## src/rtl/matmul_seq_ctrl.sv

```systemverilog
// Control sequencer for the AXI-Stream matrix-vector coprocessor (RES = A x B).
// Loads A then B from the input stream, walks the MAC over every row, then streams
// RES out through a two-entry buffer (RES RAM output register + output data register).
// Handshakes: a beat transfers on a rising ACLK edge where TVALID and TREADY are both high;
// a producer holding TVALID keeps its payload stable until that edge.
module matmul_seq_ctrl #(
  parameter int A_DEPTH_BITS   = 9,
  parameter int B_DEPTH_BITS   = 3,
  parameter int RES_DEPTH_BITS = 6
) (
  input  logic                      ACLK,
  input  logic                      ARESETN,
  input  logic                      S_AXIS_TVALID,
  input  logic                      S_AXIS_TLAST,
  output logic                      S_AXIS_TREADY,
  input  logic                      M_AXIS_TREADY,
  output logic                      M_AXIS_TVALID,
  output logic                      M_AXIS_TLAST,
  output logic                      A_write_en,
  output logic [A_DEPTH_BITS-1:0]   A_write_address,
  output logic                      B_write_en,
  output logic [B_DEPTH_BITS-1:0]   B_write_address,
  output logic                      A_read_en,
  output logic [A_DEPTH_BITS-1:0]   A_read_address,
  output logic                      B_read_en,
  output logic [B_DEPTH_BITS-1:0]   B_read_address,
  output logic                      mac_en,
  output logic                      mac_first,
  output logic                      RES_write_en,
  output logic [RES_DEPTH_BITS-1:0] RES_write_address,
  output logic                      RES_read_en,
  output logic [RES_DEPTH_BITS-1:0] RES_read_address,
  output logic                      out_load,
  output logic [2:0]                state_dbg
);

  typedef enum logic [2:0] {
    S_RECV_A    = 3'd0,
    S_RECV_B    = 3'd1,
    S_COMPUTE   = 3'd2,
    S_DRAIN     = 3'd3,
    S_WRITE_OUT = 3'd4
  } state_t;

  state_t                    state;
  logic [A_DEPTH_BITS-1:0]   acnt;
  logic [B_DEPTH_BITS-1:0]   bcnt;
  logic                      s_ready;
  logic                      rd_en_q;
  logic [A_DEPTH_BITS-1:0]   rd_addr;
  logic                      drain_cnt;
  logic [RES_DEPTH_BITS:0]   rd_cnt;
  logic [RES_DEPTH_BITS:0]   ld_cnt;
  logic                      ram_vld;
  logic                      m_valid;
  logic                      m_last;

  logic                      mac_en_q;
  logic                      mac_first_q;
  logic                      row_done_q;
  logic [RES_DEPTH_BITS-1:0] row_q;
  logic                      res_we_q;
  logic [RES_DEPTH_BITS-1:0] res_waddr_q;

  logic s_fire;
  logic m_fire;
  logic res_rd;
  logic load;

  // TLAST on the input is not needed: beats are counted instead.
  logic unused_tlast;
  assign unused_tlast = S_AXIS_TLAST;

  // Handshake and buffer-control decodes that must react within the cycle.
  always_comb begin
    s_fire = S_AXIS_TVALID & s_ready;
    m_fire = m_valid & M_AXIS_TREADY;
    // Output register takes the RAM entry when it is empty or being drained now.
    load   = ram_vld & (~m_valid | M_AXIS_TREADY);
    // Read the next word only if the RAM output register is free by the next edge.
    res_rd = (state == S_WRITE_OUT) & ~rd_cnt[RES_DEPTH_BITS] & (~ram_vld | load);
  end

  // Main sequencer: receive A, receive B, issue reads, drain, stream results.
  always_ff @(posedge ACLK or negedge ARESETN) begin
    if (!ARESETN) begin
      state     <= S_RECV_A;
      acnt      <= '0;
      bcnt      <= '0;
      s_ready   <= 1'b1;
      rd_en_q   <= 1'b0;
      rd_addr   <= '0;
      drain_cnt <= 1'b0;
      rd_cnt    <= '0;
      ld_cnt    <= '0;
      ram_vld   <= 1'b0;
      m_valid   <= 1'b0;
      m_last    <= 1'b0;
    end else begin
      case (state)
        S_RECV_A: begin
          if (s_fire) begin
            if (acnt == '1) begin
              acnt  <= '0;
              state <= S_RECV_B;
            end else begin
              acnt <= acnt + 1'b1;
            end
          end
        end
        S_RECV_B: begin
          if (s_fire) begin
            if (bcnt == '1) begin
              bcnt    <= '0;
              s_ready <= 1'b0;
              rd_en_q <= 1'b1;
              rd_addr <= '0;
              state   <= S_COMPUTE;
            end else begin
              bcnt <= bcnt + 1'b1;
            end
          end
        end
        S_COMPUTE: begin
          if (rd_addr == '1) begin
            rd_en_q   <= 1'b0;
            rd_addr   <= '0;
            drain_cnt <= 1'b0;
            state     <= S_DRAIN;
          end else begin
            rd_addr <= rd_addr + 1'b1;
          end
        end
        S_DRAIN: begin
          // Two cycles: the last MAC, then the row-63 RES write.
          if (drain_cnt) begin
            state <= S_WRITE_OUT;
          end else begin
            drain_cnt <= 1'b1;
          end
        end
        S_WRITE_OUT: begin
          if (res_rd) begin
            rd_cnt <= rd_cnt + 1'b1;
          end
          if (res_rd) begin
            ram_vld <= 1'b1;
          end else if (load) begin
            ram_vld <= 1'b0;
          end
          if (load) begin
            m_valid <= 1'b1;
            m_last  <= ~ld_cnt[RES_DEPTH_BITS] & (ld_cnt[RES_DEPTH_BITS-1:0] == '1);
            ld_cnt  <= ld_cnt + 1'b1;
          end else if (m_fire) begin
            m_valid <= 1'b0;
            m_last  <= 1'b0;
          end
          if (m_fire && m_last) begin
            state   <= S_RECV_A;
            s_ready <= 1'b1;
            rd_cnt  <= '0;
            ld_cnt  <= '0;
            ram_vld <= 1'b0;
            m_valid <= 1'b0;
            m_last  <= 1'b0;
          end
        end
        default: state <= S_RECV_A;
      endcase
    end
  end

  // MAC and RES-write pipeline trailing each read issue by one and two cycles.
  always_ff @(posedge ACLK or negedge ARESETN) begin
    if (!ARESETN) begin
      mac_en_q    <= 1'b0;
      mac_first_q <= 1'b0;
      row_done_q  <= 1'b0;
      row_q       <= '0;
      res_we_q    <= 1'b0;
      res_waddr_q <= '0;
    end else begin
      mac_en_q    <= rd_en_q;
      mac_first_q <= rd_en_q & (rd_addr[B_DEPTH_BITS-1:0] == '0);
      row_done_q  <= rd_en_q & (rd_addr[B_DEPTH_BITS-1:0] == '1);
      row_q       <= rd_addr[A_DEPTH_BITS-1:B_DEPTH_BITS];
      res_we_q    <= row_done_q;
      res_waddr_q <= row_q;
    end
  end

  assign S_AXIS_TREADY     = s_ready;
  assign A_write_en        = s_fire & (state == S_RECV_A);
  assign A_write_address   = acnt;
  assign B_write_en        = s_fire & (state == S_RECV_B);
  assign B_write_address   = bcnt;
  assign A_read_en         = rd_en_q;
  assign A_read_address    = rd_addr;
  assign B_read_en         = rd_en_q;
  assign B_read_address    = rd_addr[B_DEPTH_BITS-1:0];
  assign mac_en            = mac_en_q;
  assign mac_first         = mac_first_q;
  assign RES_write_en      = res_we_q;
  assign RES_write_address = res_waddr_q;
  assign RES_read_en       = res_rd;
  assign RES_read_address  = rd_cnt[RES_DEPTH_BITS-1:0];
  assign out_load          = load;
  assign M_AXIS_TVALID     = m_valid;
  assign M_AXIS_TLAST      = m_last;
  assign state_dbg         = state;

endmodule

```

## config.mk

```make
export PLATFORM = sky130hd
export DESIGN_NAME = matmul_seq_ctrl
export DESIGN_NICKNAME = d
export VERILOG_FILES = /design/src/rtl/matmul_seq_ctrl.sv
export SDC_FILE = /design/constraint.sdc
export NUM_CORES = 1
export LEC_CHECK = 0
export ABC_AREA = 1
export CAP_MARGIN = 20
export CORE_MARGIN = 5
export CORE_UTILIZATION = 49
export DETAILED_ROUTE_END_ITERATION = 7
export PLACE_DENSITY = 0.85
export RECOVER_POWER = 25
export SLEW_MARGIN = 20
export SYNTH_ARGS = -nofsm -noshare
export SYNTH_HDL_FRONTEND = slang
export SYNTH_SLANG_ARGS = --single-unit
```

## constraint.sdc

```tcl
create_clock -name ACLK -period 4.03 [get_ports ACLK]
set_clock_uncertainty 0.2 [all_clocks]
set_input_delay 0.403 -clock ACLK [delete_from_list [all_inputs] [get_ports ACLK]]
set_output_delay 0.403 -clock ACLK [all_outputs]
set_load 0.1 [all_outputs]
```

Word level (Yosys, flattened, before mapping)
Cells that the tools add are included.
W data, S select, Z words.
{"block": "totals", "input_bits": 5, "output_inout_bits": 51, "ff_bits": 60}
{"block": "classes", "n_mux": 35, "add_sub_neg": 5, "n_bitwise": 16, "n_reduce_logical": 21, "eq_ne": 16}
{"op": "$mux W9", "n": 4}
{"op": "$mux W7", "n": 4}
{"op": "$mux W3", "n": 8}
{"op": "$add A9 B1 Y9 const B", "n": 2}
{"op": "$eq A9 B9 Y1 const B", "n": 2}
{"op": "$pmux W9 S2", "n": 1}
{"op": "$pmux W3 S5", "n": 1}
{"op": "$add A7 B1 Y7 const B", "n": 2}
{"op": "$mux W1", "n": 14}
{"op": "$reduce_and A2 Y1", "n": 7}
{"op": "$ne A2 B2 Y1 const B", "n": 6}
{"op": "$and A1 B1 Y1", "n": 10}
{"op": "$reduce_bool A2 Y1", "n": 5}
{"op": "$eq A3 B3 Y1 const B", "n": 3}
{"op": "$reduce_and A4 Y1", "n": 2}
{"op": "$reduce_and A7 Y1", "n": 1}
{"op": "$eq A3 B2 Y1 const B", "n": 2}
{"op": "$eq A6 B6 Y1 const B", "n": 1}
{"op": "$logic_not A3 Y1", "n": 2}
{"op": "$pmux W1 S2", "n": 3}
{"op": "$reduce_bool A3 Y1", "n": 2}
{"op": "$not A1 Y1", "n": 4}
{"op": "$add A3 B1 Y3 const B", "n": 1}
{"op": "$eq A3 B1 Y1 const B", "n": 1}
{"op": "4 further kinds", "n": 5}

Longest topological paths before layout
Gate-level depths: netlist (run 1).
{"block": "logic_depth", "depth_word": 7, "mapped_depth": 13}

Least setup slack after synthesis (run 1)
Ideal clock, no wire load.
{"block": "synth_path", "path_kind": "register to register", "start": "register m_valid (netlist: M_AXIS_TVALID)", "end": "register ld_cnt[3]", "setup_ns": 0.121, "t_required_ns": 3.709, "stages_incl_launch_ff": 7, "arrival_ns": 3.088, "path_slack_ns": 0.621, "cell_sequence": "dfrtp_1 -> a21oi_1 -> nand2_2 -> nand2_4 -> inv_4 -> nand2_1 -> o21ai_1"}
{"block": "synth_between", "elab_chain_len": 5}
{"item": "start: declaration", "line_no": "55", "rtl": "logic m_valid;"}
{"item": "start signal: assignment", "line_no": "97", "rtl": "m_valid <= 1'b0;"}
{"item": "start signal: assignment", "line_no": "152", "rtl": "m_valid <= 1'b1;"}
{"item": "start signal: assignment", "line_no": "156", "rtl": "m_valid <= 1'b0;"}
{"item": "$not A1 Y1", "line_no": "79", "rtl": "load = ram_vld & (~m_valid | M_AXIS_TREADY);"}
{"item": "$or A1 B1 Y1", "line_no": "79"}
{"item": "$and A1 B1 Y1", "line_no": "79"}
{"item": "named net out_load", "line_no": "33", "rtl": "output logic out_load,"}
{"item": "$reduce_bool A2 Y1 (no source line)"}
{"item": "$reduce_and A2 Y1 (no source line)"}
{"item": "end signal: assignment", "line_no": "154", "rtl": "ld_cnt <= ld_cnt + 1'b1;"}
{"item": "end: declaration", "line_no": "53", "rtl": "logic [RES_DEPTH_BITS:0] ld_cnt;"}
The timed path passes the listed nets, and every way through them passes these cells.
A chain may end at the register's enable or synchronous reset.

Worst setup path in the final report (run 1)
{"block": "layout_path", "start": "register state[0] (netlist: state_dbg[0])", "end": "output port state_dbg[0]"}
{"item": "start: declaration", "line_no": "45", "rtl": "state_t state;"}
{"item": "start signal: assignment", "line_no": "87", "rtl": "state <= S_RECV_A;"}
{"item": "start signal: assignment", "line_no": "105", "rtl": "state <= S_RECV_B;"}
{"item": "start signal: assignment", "line_no": "118", "rtl": "state <= S_COMPUTE;"}
{"item": "end: declaration", "line_no": "34", "rtl": "output logic [2:0] state_dbg"}
No word-level cell between the ends.

==> reports/metrics.cfg, run 1 <==
[run_status]
status = finished with violations
failed_checks = max-capacitance violations, max-slew violations

[placed_design]
dp.cells = 477
hpwl_um = 4703
portBuffers = 54
routabilityCongestion = 0.8180

[synth]
yosysSeqAreaShare_pct = 49.16
synthDistinctLibCells = 31
ys_warn_count = 0
netlist_area_sq_mm = 0.003057
synthCells = 359
yosys.area.top_type = dfrtp_1
syn-num-nets = 374
synthTopCellsByArea = dfrtp_1 48%, nand2_1 12%, nand3_1 6.4%, inv_1 4.9%, ha_1 4.1%
synth_seq_cells = 60
synth_area_per_cell_sq_um = 8.514
yosysTopAreaCellShare_pct = 48.30

[timing]
finalSetupTns_ps = 0
fmax_ghz = 0.3748
period_needed_ps = 2668
tightest_slew_ps = 1659
drv_slew = 33
slew_headroom_pct = -10.63
rsz0062_at_grt = no
setup_viol = 0
period_share_pct = 66.20
hold_violations = 0

[grt]
grt-ovfl-total = 0
grt_pass1_vias = 2638
grt_max_degree = 33
grt_usage_pct = 18.98
antenna_found_initial = 0
grt_pass1_wl_um = 11720

[flow_run]
maxCapViolCount = 1

[finish]
drive_gt1_share_pct = 11.48
diodes = 0
mostFrequentLayoutCell = nand2_1
stdcell_count = 493
mostFrequentLayoutCells = 98 x nand2_1, 59 x dfrtp_1, 49 x clkdlybuf4s50_1
fin_nets = 429
syn_to_final_growth_pct = 24.93

[setup_path]
critPathSlowestCell = clkdlybuf4s50_1
critPathMaxStageDelay_ps = 1210
path_class = flip-flop to output pin
crit_arrival_ps = 2070
worstPathRequired_ps = 3430
r2r_start = A_read_address[0]
worstPathMaxFanout = 8
cp_cell_sequence = clkdlybuf4s50_1
crit_path_start_kind = flip-flop
critical_path.top_delay_family = buffers and inverters
end_kind = output pin
worst-path-buf-inv = 1
critPathLaunch = state_dbg[0]

[routing]
wl_per_cell_um = 13.62
drc = 0
drt_iter0_drc = 164
avgViaCountPerCell = 5.272
drtAntennaViolNets = 0
drt-total-wl_um = 6714
vias = 2599
first_pass_iters = 5

[floorplan]
coreArea_sq_mm = 0.005991
die_h_um = 88.98
row_count = 28
io_pins = 56
design.die.area_sq_mm = 0.007917
initial_core_util_pct = 51.02
die_x_um = 88.98

[pwr]
power_density_mw_per_mm2 = 321.4
leakage_nw = 1.948
max-vdd-ir-drop_uv = 245.9

[clock_network]
numCtsBuffers = 9
clock_path_buffers = 2
htreeDepth = 3
cts_sinks = 60
cts_tree = built
cts_setup_buffers = 0
cts.reportedPaths.clkPinSlew_ps = 60
root_buffer = clkbuf_8
hold_buffers = 1
clkLatencyLatePin_ps = 340
post_cts_resize_count = 0

[min_path]
hold_path.class = flip-flop to flip-flop
min-delay-start = row_q[3]

==> kinds of logic after synthesis <==
kind of cell / after synthesis / synth area share (%)
fa+ha+maj: 10 / 4.093
simple gates: 193 / 30.45
xor+xnor: 4 / 1.146
buf+inv: 61 / 9.373
flops: 60 / 49.16
compound gates: 31 / 5.772
==> final cells by class <==
cell class,instances,area (sq um)
repair buffers,56,541.8
well taps,75,93.84
multi-input cells,238,1267
inverters,49,188.9
fillers,470,2172
clock buffers,11,151.4
flip-flops and latches,60,1503
clock inverters,4,72.57
==> registers in the layout (all words and copies together) (netlist names) <==
| name | flops |
|---|---|
| ld_cnt | 7 |
| A_write_address | 9 |
| mac_en | 1 |
| mac_first | 1 |
| ram_vld | 1 |
| rd_cnt | 7 |
| RES_write_address | 6 |
| A_read_address | 9 |
| RES_write_en | 1 |
| M_AXIS_TLAST | 1 |
| B_write_address | 3 |
| M_AXIS_TVALID | 1 |
| drain_cnt | 1 |
| A_read_en | 1 |
| S_AXIS_TREADY | 1 |
| row_done_q | 1 |
| row_q | 6 |
| state_dbg | 3 |
==> synth_stat cells <==
cell	number
a21oi_1	4
a21oi_2	1
buf_4	10
buf_6	2
clkinv_1	1
dfrtp_1	59
dfstp_2	1
ha_1	10
inv_1	40
inv_2	6
inv_4	2
nand2_1	98
nand2_2	3
nand2_4	3
nand3_1	39
nand3_2	2
nand3_4	2
nand3b_1	3
nand3b_2	1
nand4_1	12
nor2_1	22
nor2_2	1
nor2_4	4
nor3_1	2
nor3b_1	1
o21ai_0	17
o21ai_1	3
o21ai_2	2
o21bai_1	3
o31ai_1	1
xor2_1	4
==> power by group <==
part	switching [mW]	total [mW]	leakage, nW	internal, mW
Sequential	0	0.602	0.699	0.602
Combinational	0.0123	0.0156	1.14	0.00333
Clock	0.232	0.609	0.111	0.377
Total	0.244	1.23	1.95	0.983
==> worst paths after layout <==
path	end	slack [ps]	cells after the start
worst max register to register	state_dbg[0]	1520	13
max in group asynchronous	A_write_address[3]	1650	3
min in group asynchronous	A_write_address[6]	830	2
worst max-delay path	state_dbg[0]	1360	1
worst min-delay path	RES_write_address[3]	150	0
worst min register to register	RES_write_address[3]	150	0
==> stage by stage <==
stage          utilization, %  area (sq um)  setup slack [ps]  power [mW]  hold WS (ps)
3_3_place_gp            59.86          3586              1627      0.6291         131.7
2_1_floorplan               -          3057             620.9      0.6140        -92.59
3_5_place_dp            59.86          3586              1556      0.6295         134.7
4_1_cts                 63.76          3820              1357       1.235         149.1
5_1_grt                 63.74          3819              1109       1.268         164.3
6_report                63.74          3819              1362       1.227         147.7
==> routing by layer <==
metal	up-vias	wire length, um	global-route usage (%)
li1	1262	-	-
met1	1224	2849	23.24
met2	94	3283	30.57
met3	19	389	4.977
met4	0	192	10.55
met5	-	0	0
Note: power is estimated with default switching activity, not from simulation.
==> run 2, diff against run 1 <==
--- a/config.mk
+++ b/config.mk
@@ -8,9 +8,9 @@
 export ABC_AREA = 1
 export CAP_MARGIN = 20
 export CORE_MARGIN = 5
-export CORE_UTILIZATION = 49
+export CORE_UTILIZATION = 47
 export DETAILED_ROUTE_END_ITERATION = 7
-export PLACE_DENSITY = 0.85
+export PLACE_DENSITY = 0.86
 export RECOVER_POWER = 25
 export SLEW_MARGIN = 20
 export SYNTH_ARGS = -nofsm -noshare
==> constraint.sdc (replaced) <==
create_clock -name ACLK -period 2.2 [get_ports ACLK]
set_clock_uncertainty 0.2 [all_clocks]
set_input_delay 0.22 -clock ACLK [delete_from_list [all_inputs] [get_ports ACLK]]
set_output_delay 0.22 -clock ACLK [all_outputs]
set_load 0.1 [all_outputs]
==> run 2 against run 1 <==
Net effect: the run now ends clean; largest power group unchanged; via count fell by 0.54%; flip-flop and latch count is the same; core utilization shrank 2.7 points; register-to-register slack worse by 1300 ps; cell area is 1.5% higher; critical endpoint is now A_write_en.
==> reports/metrics.cfg, run 2 (synthesized netlist as in run 1, its figures left out) <==
[run_status]
status = finished clean  ; was finished with violations

[setup_path]
r2r_end = state_dbg[0]  ; unchanged
r2r_start = A_read_address[1]  ; was A_read_address[0]
critPathMaxStageDelay_ps = 650  ; was 1210 ps
path_class = flip-flop to output pin  ; unchanged
r2r_setup_slack_ps = 200  ; was 1520 ps
end_kind = output pin  ; unchanged
critPathLaunch = S_AXIS_TREADY  ; was state_dbg[0]
cp_cell_sequence = nand2_2, inv_2, nand3_4, inv_8, buf_12  ; was clkdlybuf4s50_1
critPathSlowestCell = dfstp_4  ; was clkdlybuf4s50_1
worstPathRequired_ps = 1780  ; was 3430 ps
endpoint = A_write_en  ; was state_dbg[0]
r2r_cells = 13  ; unchanged
worstPathMaxFanout = 11  ; was 8
crit_path_start_kind = flip-flop  ; unchanged
crit_arrival_ps = 1640  ; was 2070 ps

[placed_design]
dpl_cell_area_sq_mm = 0.003623  ; was 0.003586 sq mm
portBuffers = 54  ; unchanged
dp.cells = 481  ; was 477
hpwl_um = 4518  ; was 4703 um
routabilityCongestion = 0.8228  ; was 0.8180

[routing]
first_pass_iters = 4  ; was 5
drt-total-wl_um = 6556  ; was 6714 um
avgViaCountPerCell = 5.170  ; was 5.272
drtAntennaViolNets = 0  ; unchanged
vias = 2585  ; was 2599
drt_iter0_drc = 150  ; was 164
drc = 0  ; unchanged
wl_per_cell_um = 13.11  ; was 13.62 um

[clock_network]
htreeDepth = 3  ; unchanged
root_buffer = clkbuf_8  ; unchanged
clkLatencyLatePin_ps = 350  ; was 340 ps
cts_sinks = 60  ; unchanged
cts.reportedPaths.clkPinSlew_ps = 80  ; was 60 ps
numCtsBuffers = 9  ; unchanged
clock_path_buffers = 2  ; unchanged
cts_tree = built  ; unchanged

[timing]
hold_violations = 0  ; unchanged
slew_headroom_pct = 45.50  ; was -10.63%
drv_slew = 0  ; was 33
setup_viol = 0  ; unchanged
period_needed_ps = 2064
period_share_pct = 93.82
fmax_ghz = 0.4845
finalSetupTns_ps = 0  ; unchanged
holdWs_ps = 149.0  ; was 147.7 ps
rsz0062_at_grt = no  ; unchanged
tightest_slew_ps = 817.6  ; was 1659 ps

[finish]
mostFrequentLayoutCell = nand2_1  ; unchanged
fin_nets = 433  ; was 429
syn_to_final_growth_pct = 26.77  ; was 24.93%
fin_area_sq_mm = 0.003875  ; was 0.003819 sq mm
stdcell_count = 500  ; was 493
diodes = 0  ; unchanged
mostFrequentLayoutCells = 97 x nand2_1, 50 x buf_4, 45 x dfrtp_1  ; was 98 x nand2_1, 59 x dfrtp_1, 49 x clkdlybuf4s50_1
drive_gt1_share_pct = 29.08  ; was 11.48%

[grt]
grt_pass1_vias = 2597  ; was 2638
grt_max_degree = 61  ; was 33
grt_usage_pct = 17.16  ; was 18.98%
grt-ovfl-total = 0  ; unchanged
antenna_found_initial = 0  ; unchanged
grt_pass1_wl_um = 11620  ; was 11720 um

[pwr]
power_density_mw_per_mm2 = 582.2  ; was 321.4 mW/mm^2
leakage_nw = 2.021  ; was 1.948 nW
max-vdd-ir-drop_uv = 477.6  ; was 245.9 uV

[flow_run]
maxCapViolCount = 0  ; was 1

[min_path]
hold_path.class = flip-flop to flip-flop  ; unchanged

[floorplan]
die_h_um = 90.65  ; was 88.98 um
design.die.area_sq_mm = 0.008217  ; was 0.007917 sq mm
die_x_um = 90.65  ; was 88.98 um
coreArea_sq_mm = 0.006350  ; was 0.005991 sq mm
row_count = 29  ; was 28
io_pins = 56  ; unchanged
initial_core_util_pct = 48.14  ; was 51.02%

run 2: worst min path at each step:
stage                   from                    to  slack (ps)  cells after the start
finish              row_q[2]  RES_write_address[2]         150                      0
global route        row_q[2]  RES_write_address[2]         160                      0
CTS                 row_q[2]  RES_write_address[2]         150                      0
detailed placement   ARESETN             rd_cnt[1]          50                      2
global placement     ARESETN             rd_cnt[1]          50                      2
floorplan            ARESETN     A_read_address[2]        -280                      0
run 2: area by class of cell:
| type | instances | area [sq um] |
|---|---|---|
| timing repair buffer | 60 | 518.0 |
| clock buffer | 10 | 137.6 |
| multi-input combinational | 238 | 1306 |
| inverter | 49 | 200.2 |
| clock inverter | 6 | 87.58 |
| tap | 77 | 96.34 |
| sequential | 60 | 1529 |
| fill | 517 | 2475 |
run 2: metal layers:
metal	up-vias	wire (um)	global-route usage, %
li1	1274	-	-
met1	1237	2785	20.60
met2	66	3283	27.60
met3	8	400	6.417
met4	0	87	7.072
met5	-	0	0
run 2: what timing repair did:
| action | in CTS | in global routing |
|---|---|---|
| pin swaps | 0 | 1 |
| setup endpoints to repair | 1 | 3 |
| hold endpoints to repair | 60 | 0 |
| setup buffers | 0 | 2 |
| cloned | 0 | 0 |
| gates resized for setup | 1 | 6 |
| hold buffers | 1 | 0 |
run 2: critical path, delay by kind of cell (launching register included):
family	cells	cell delay (ps)
buffers and inverters	3	410
and+or+nand+nor	2	230
DFF	1	650
run 2: power by group:
| group | switching (mW) | total [mW] | internal, mW |
|---|---|---|---|
| combinational | 0.0238 | 0.0299 | 0.00617 |
| sequential | 0 | 1.10 | 1.10 |
| clock | 0.458 | 1.12 | 0.666 |
run 2: through the flow:
step           util [%]  setup slack (ps)  power, mW
2_1_floorplan         -            -46.93      1.125
3_3_place_gp      57.06             234.7      1.157
3_5_place_dp      57.06             207.4      1.157
4_1_cts           60.81             4.059      2.287
5_1_grt           61.02             13.38      2.346
6_report          61.02             136.0      2.256
==> run 3, diff against run 2 <==
--- a/config.mk
+++ b/config.mk
@@ -8,9 +8,9 @@
 export ABC_AREA = 1
 export CAP_MARGIN = 20
 export CORE_MARGIN = 5
-export CORE_UTILIZATION = 47
+export CORE_UTILIZATION = 40
 export DETAILED_ROUTE_END_ITERATION = 7
-export PLACE_DENSITY = 0.86
+export PLACE_DENSITY = 0.76
 export RECOVER_POWER = 25
 export SLEW_MARGIN = 20
 export SYNTH_ARGS = -nofsm -noshare
==> constraint.sdc (replaced) <==
create_clock -name ACLK -period 1.79 [get_ports ACLK]
set_clock_uncertainty 0.2 [all_clocks]
set_input_delay 0.179 -clock ACLK [delete_from_list [all_inputs] [get_ports ACLK]]
set_output_delay 0.179 -clock ACLK [all_outputs]
set_load 0.1 [all_outputs]
==> run 3 against run 2 <==
Net effect: the run now ends with negative setup slack left; count of clock-buffer cells in the layout fell by 1; critical endpoint is now drain_cnt; critical path depth rose by 4; sequential power rose by 23%; largest cell class unchanged; combinational power rose by 47%.
==> reports/metrics.cfg, run 3 (synthesized netlist as in run 1, its figures left out) <==
[pwr]
seqPwrFrac_pct = 48.7  ; was 48.9%
combPwrFrac_pct = 1.6  ; was 1.3%
p_sw_share_pct = 22.27  ; was 21.35%
p_clk_share_pct = 49.7  ; was 49.8%
leakage_nw = 2.504  ; was 2.021 nW
max-vdd-ir-drop_uv = 437.7  ; was 477.6 uV
switchingPower_uw = 618.6  ; was 481.6 uW
p_int_mw = 2.159  ; was 1.774 mW
power_mw = 2.778  ; was 2.256 mW
power_density_mw_per_mm2 = 551.6  ; was 582.2 mW/mm^2

[min_path]
hold_depth = 0  ; unchanged
hold_path.class = flip-flop to flip-flop  ; unchanged
min-delay-start = row_q[5]  ; was row_q[2]
hold_path_end = RES_write_address[5]  ; was RES_write_address[2]

[floorplan]
die_h_um = 97.42  ; was 90.65 um
row_count = 31  ; was 29
initial_core_util_pct = 41.70  ; was 48.14%
io_pins = 56  ; unchanged
coreArea_sq_mm = 0.007331  ; was 0.006350 sq mm
die_x_um = 97.42  ; was 90.65 um
design.die.area_sq_mm = 0.009490  ; was 0.008217 sq mm

[placed_design]
portBuffers = 54  ; unchanged
hpwl_um = 5371  ; was 4518 um
dp.cells = 531  ; was 481
routabilityCongestion = 0.8162  ; was 0.8228
dpl_cell_area_sq_mm = 0.004554  ; was 0.003623 sq mm
pre_cts_ws_ps = -226.5  ; was 207.4 ps

[routing]
drt_iter0_drc = 192  ; was 150
avgViaCountPerCell = 5.014  ; was 5.170
drtAntennaViolNets = 0  ; unchanged
drt-total-wl_um = 8315  ; was 6556 um
drc = 0  ; unchanged
wl_per_cell_um = 14.69  ; was 13.11 um
vias = 2838  ; was 2585
first_pass_iters = 4  ; unchanged

[setup_path]
crit_path_start_kind = flip-flop  ; unchanged
r2r_setup_slack_ps = -100  ; was 200 ps
worstPathRequired_ps = 1800  ; was 1780 ps
r2r_end = drain_cnt  ; was state_dbg[0]
end_kind = flip-flop  ; was output pin
path_class = flip-flop to flip-flop  ; was flip-flop to output pin
crit_arrival_ps = 1900  ; was 1640 ps
r2r_cells = 9  ; was 13
worstPathMaxFanout = 3  ; was 11
r2r_start = A_read_address[1]  ; unchanged

[finish]
diodes = 0  ; unchanged
drive_gt1_share_pct = 42.40  ; was 29.08%
fillCellCount = 503  ; was 517
syn_to_final_growth_pct = 64.76  ; was 26.77%
fin_nets = 477  ; was 433
mostFrequentLayoutCell = nand2_1  ; unchanged
mostFrequentLayoutCells = 94 x nand2_1, 52 x buf_12, 46 x buf_4  ; was 97 x nand2_1, 50 x buf_4, 45 x dfrtp_1
stdcell_count = 566  ; was 500
fin_area_sq_mm = 0.005036  ; was 0.003875 sq mm

[grt]
grt_pass1_vias = 2942  ; was 2597
grt_usage_pct = 17.68  ; was 17.16%
grt_pass1_wl_um = 13830  ; was 11620 um
grt-ovfl-total = 0  ; unchanged
antenna_found_initial = 0  ; unchanged
grt_max_degree = 61  ; unchanged

[timing]
holdWs_ps = 152.9  ; was 149.0 ps
rsz0062_at_grt = yes  ; was no
drv_slew = 0  ; unchanged
period_share_pct = 105.6
setup_viol = 13  ; was 0
tightest_slew_ps = 324.0  ; was 817.6 ps
slew_headroom_pct = 78.22  ; was 45.50%
fmax_ghz = 0.5291
hold_violations = 0  ; unchanged
period_needed_ps = 1890
layout_setup_ws_ps = -100.1  ; was 136.0 ps

[flow_run]
maxCapViolCount = 0  ; unchanged

[clock_network]
root_buffer = clkbuf_8  ; unchanged
cts.reportedPaths.clkPinSlew_ps = 80  ; about the same
cts_tree = built  ; unchanged
clkLatencyLatePin_ps = 340  ; was 350 ps
cts_sinks = 60  ; unchanged
htreeDepth = 3  ; unchanged
numCtsBuffers = 9  ; unchanged
clock_path_buffers = 2  ; unchanged

[run_status]
failed_checks = negative setup slack
status = finished with violations  ; was finished clean

-- run 3: cell types whose count changed in the layout (fill, tap and decap cells not counted), sizes merged --
cell / delta
buf: +45
clkinv: +3
clkinvlp: -3
clkbuf: -2
inv: +1
-- run 3: how the worst max path moves through the flow --
stage / startpoint / endpoint / cells past startpoint
floorplan: A_read_address[0] / state_dbg[0] / 13
global placement: A_read_address[1] / state_dbg[0] / 13
detailed placement: A_read_address[1] / state_dbg[0] / 13
CTS: A_read_address[0] / state_dbg[0] / 13
global route: A_read_address[1] / state_dbg[0] / 13
finish: A_read_address[1] / drain_cnt / 9
-- run 3: routing by layer --
metal,vias to the layer above,routed length [um],track usage [%]
met4,0,244,7.135
met3,23,371,4.020
met2,89,4266,29.99
met5,-,0,0
met1,1370,3432,21.66
li1,1356,-,-
-- run 3: layout make-up --
class	count	area (sq um)	area share, %
Sequential cell	60	1567	31.11
Inverter	49	214.0	4.248
Timing Repair Buffer	104	1444	28.67
Tap cell	99	123.9	2.460
Clock buffer	9	123.9	2.460
Multi-Input combinational cell	238	1464	29.07
Clock inverter	7	100.1	1.988
-- run 3: metrics by stage --
| step | setup TNS, ps | util [%] |
|---|---|---|
| 2_1_floorplan | -6024 | - |
| 3_3_place_gp | -61.47 | 62.13 |
| 3_5_place_dp | -1496 | 62.13 |
| 4_1_cts | -1224 | 67.50 |
| 5_1_grt | -1703 | 68.70 |
| 6_report | -688.7 | 68.70 |
-- run 3: timing repair --
action	CTS	global route
pin swaps	11	10
setup buffers	15	3
setup endpoints to repair	16	21
resized for setup	14	18
hold buffers	1	0
hold endpoints to repair	60	0
-- run 3: worst max-delay path, cell delays in order (launching register included) --
cell and delay (ps):
dfrtp_4 430, ha_4 160, nand3_4 90, nor2_4 90, nand2_2 70, nor2_4 120, ha_4 150, clkinv_4 60
o31ai_1 300, nand2_1 90
-- run 3: power by group through the flow --
stage          clock, mW  sequential, mW  combinational (mW)
2_1_floorplan          0            1.38             0.00163
3_3_place_gp           0            1.38              0.0440
3_5_place_dp           0            1.38              0.0437
4_1_cts             1.38            1.35              0.0455
5_1_grt             1.47            1.35              0.0517
6_report            1.38            1.35              0.0440
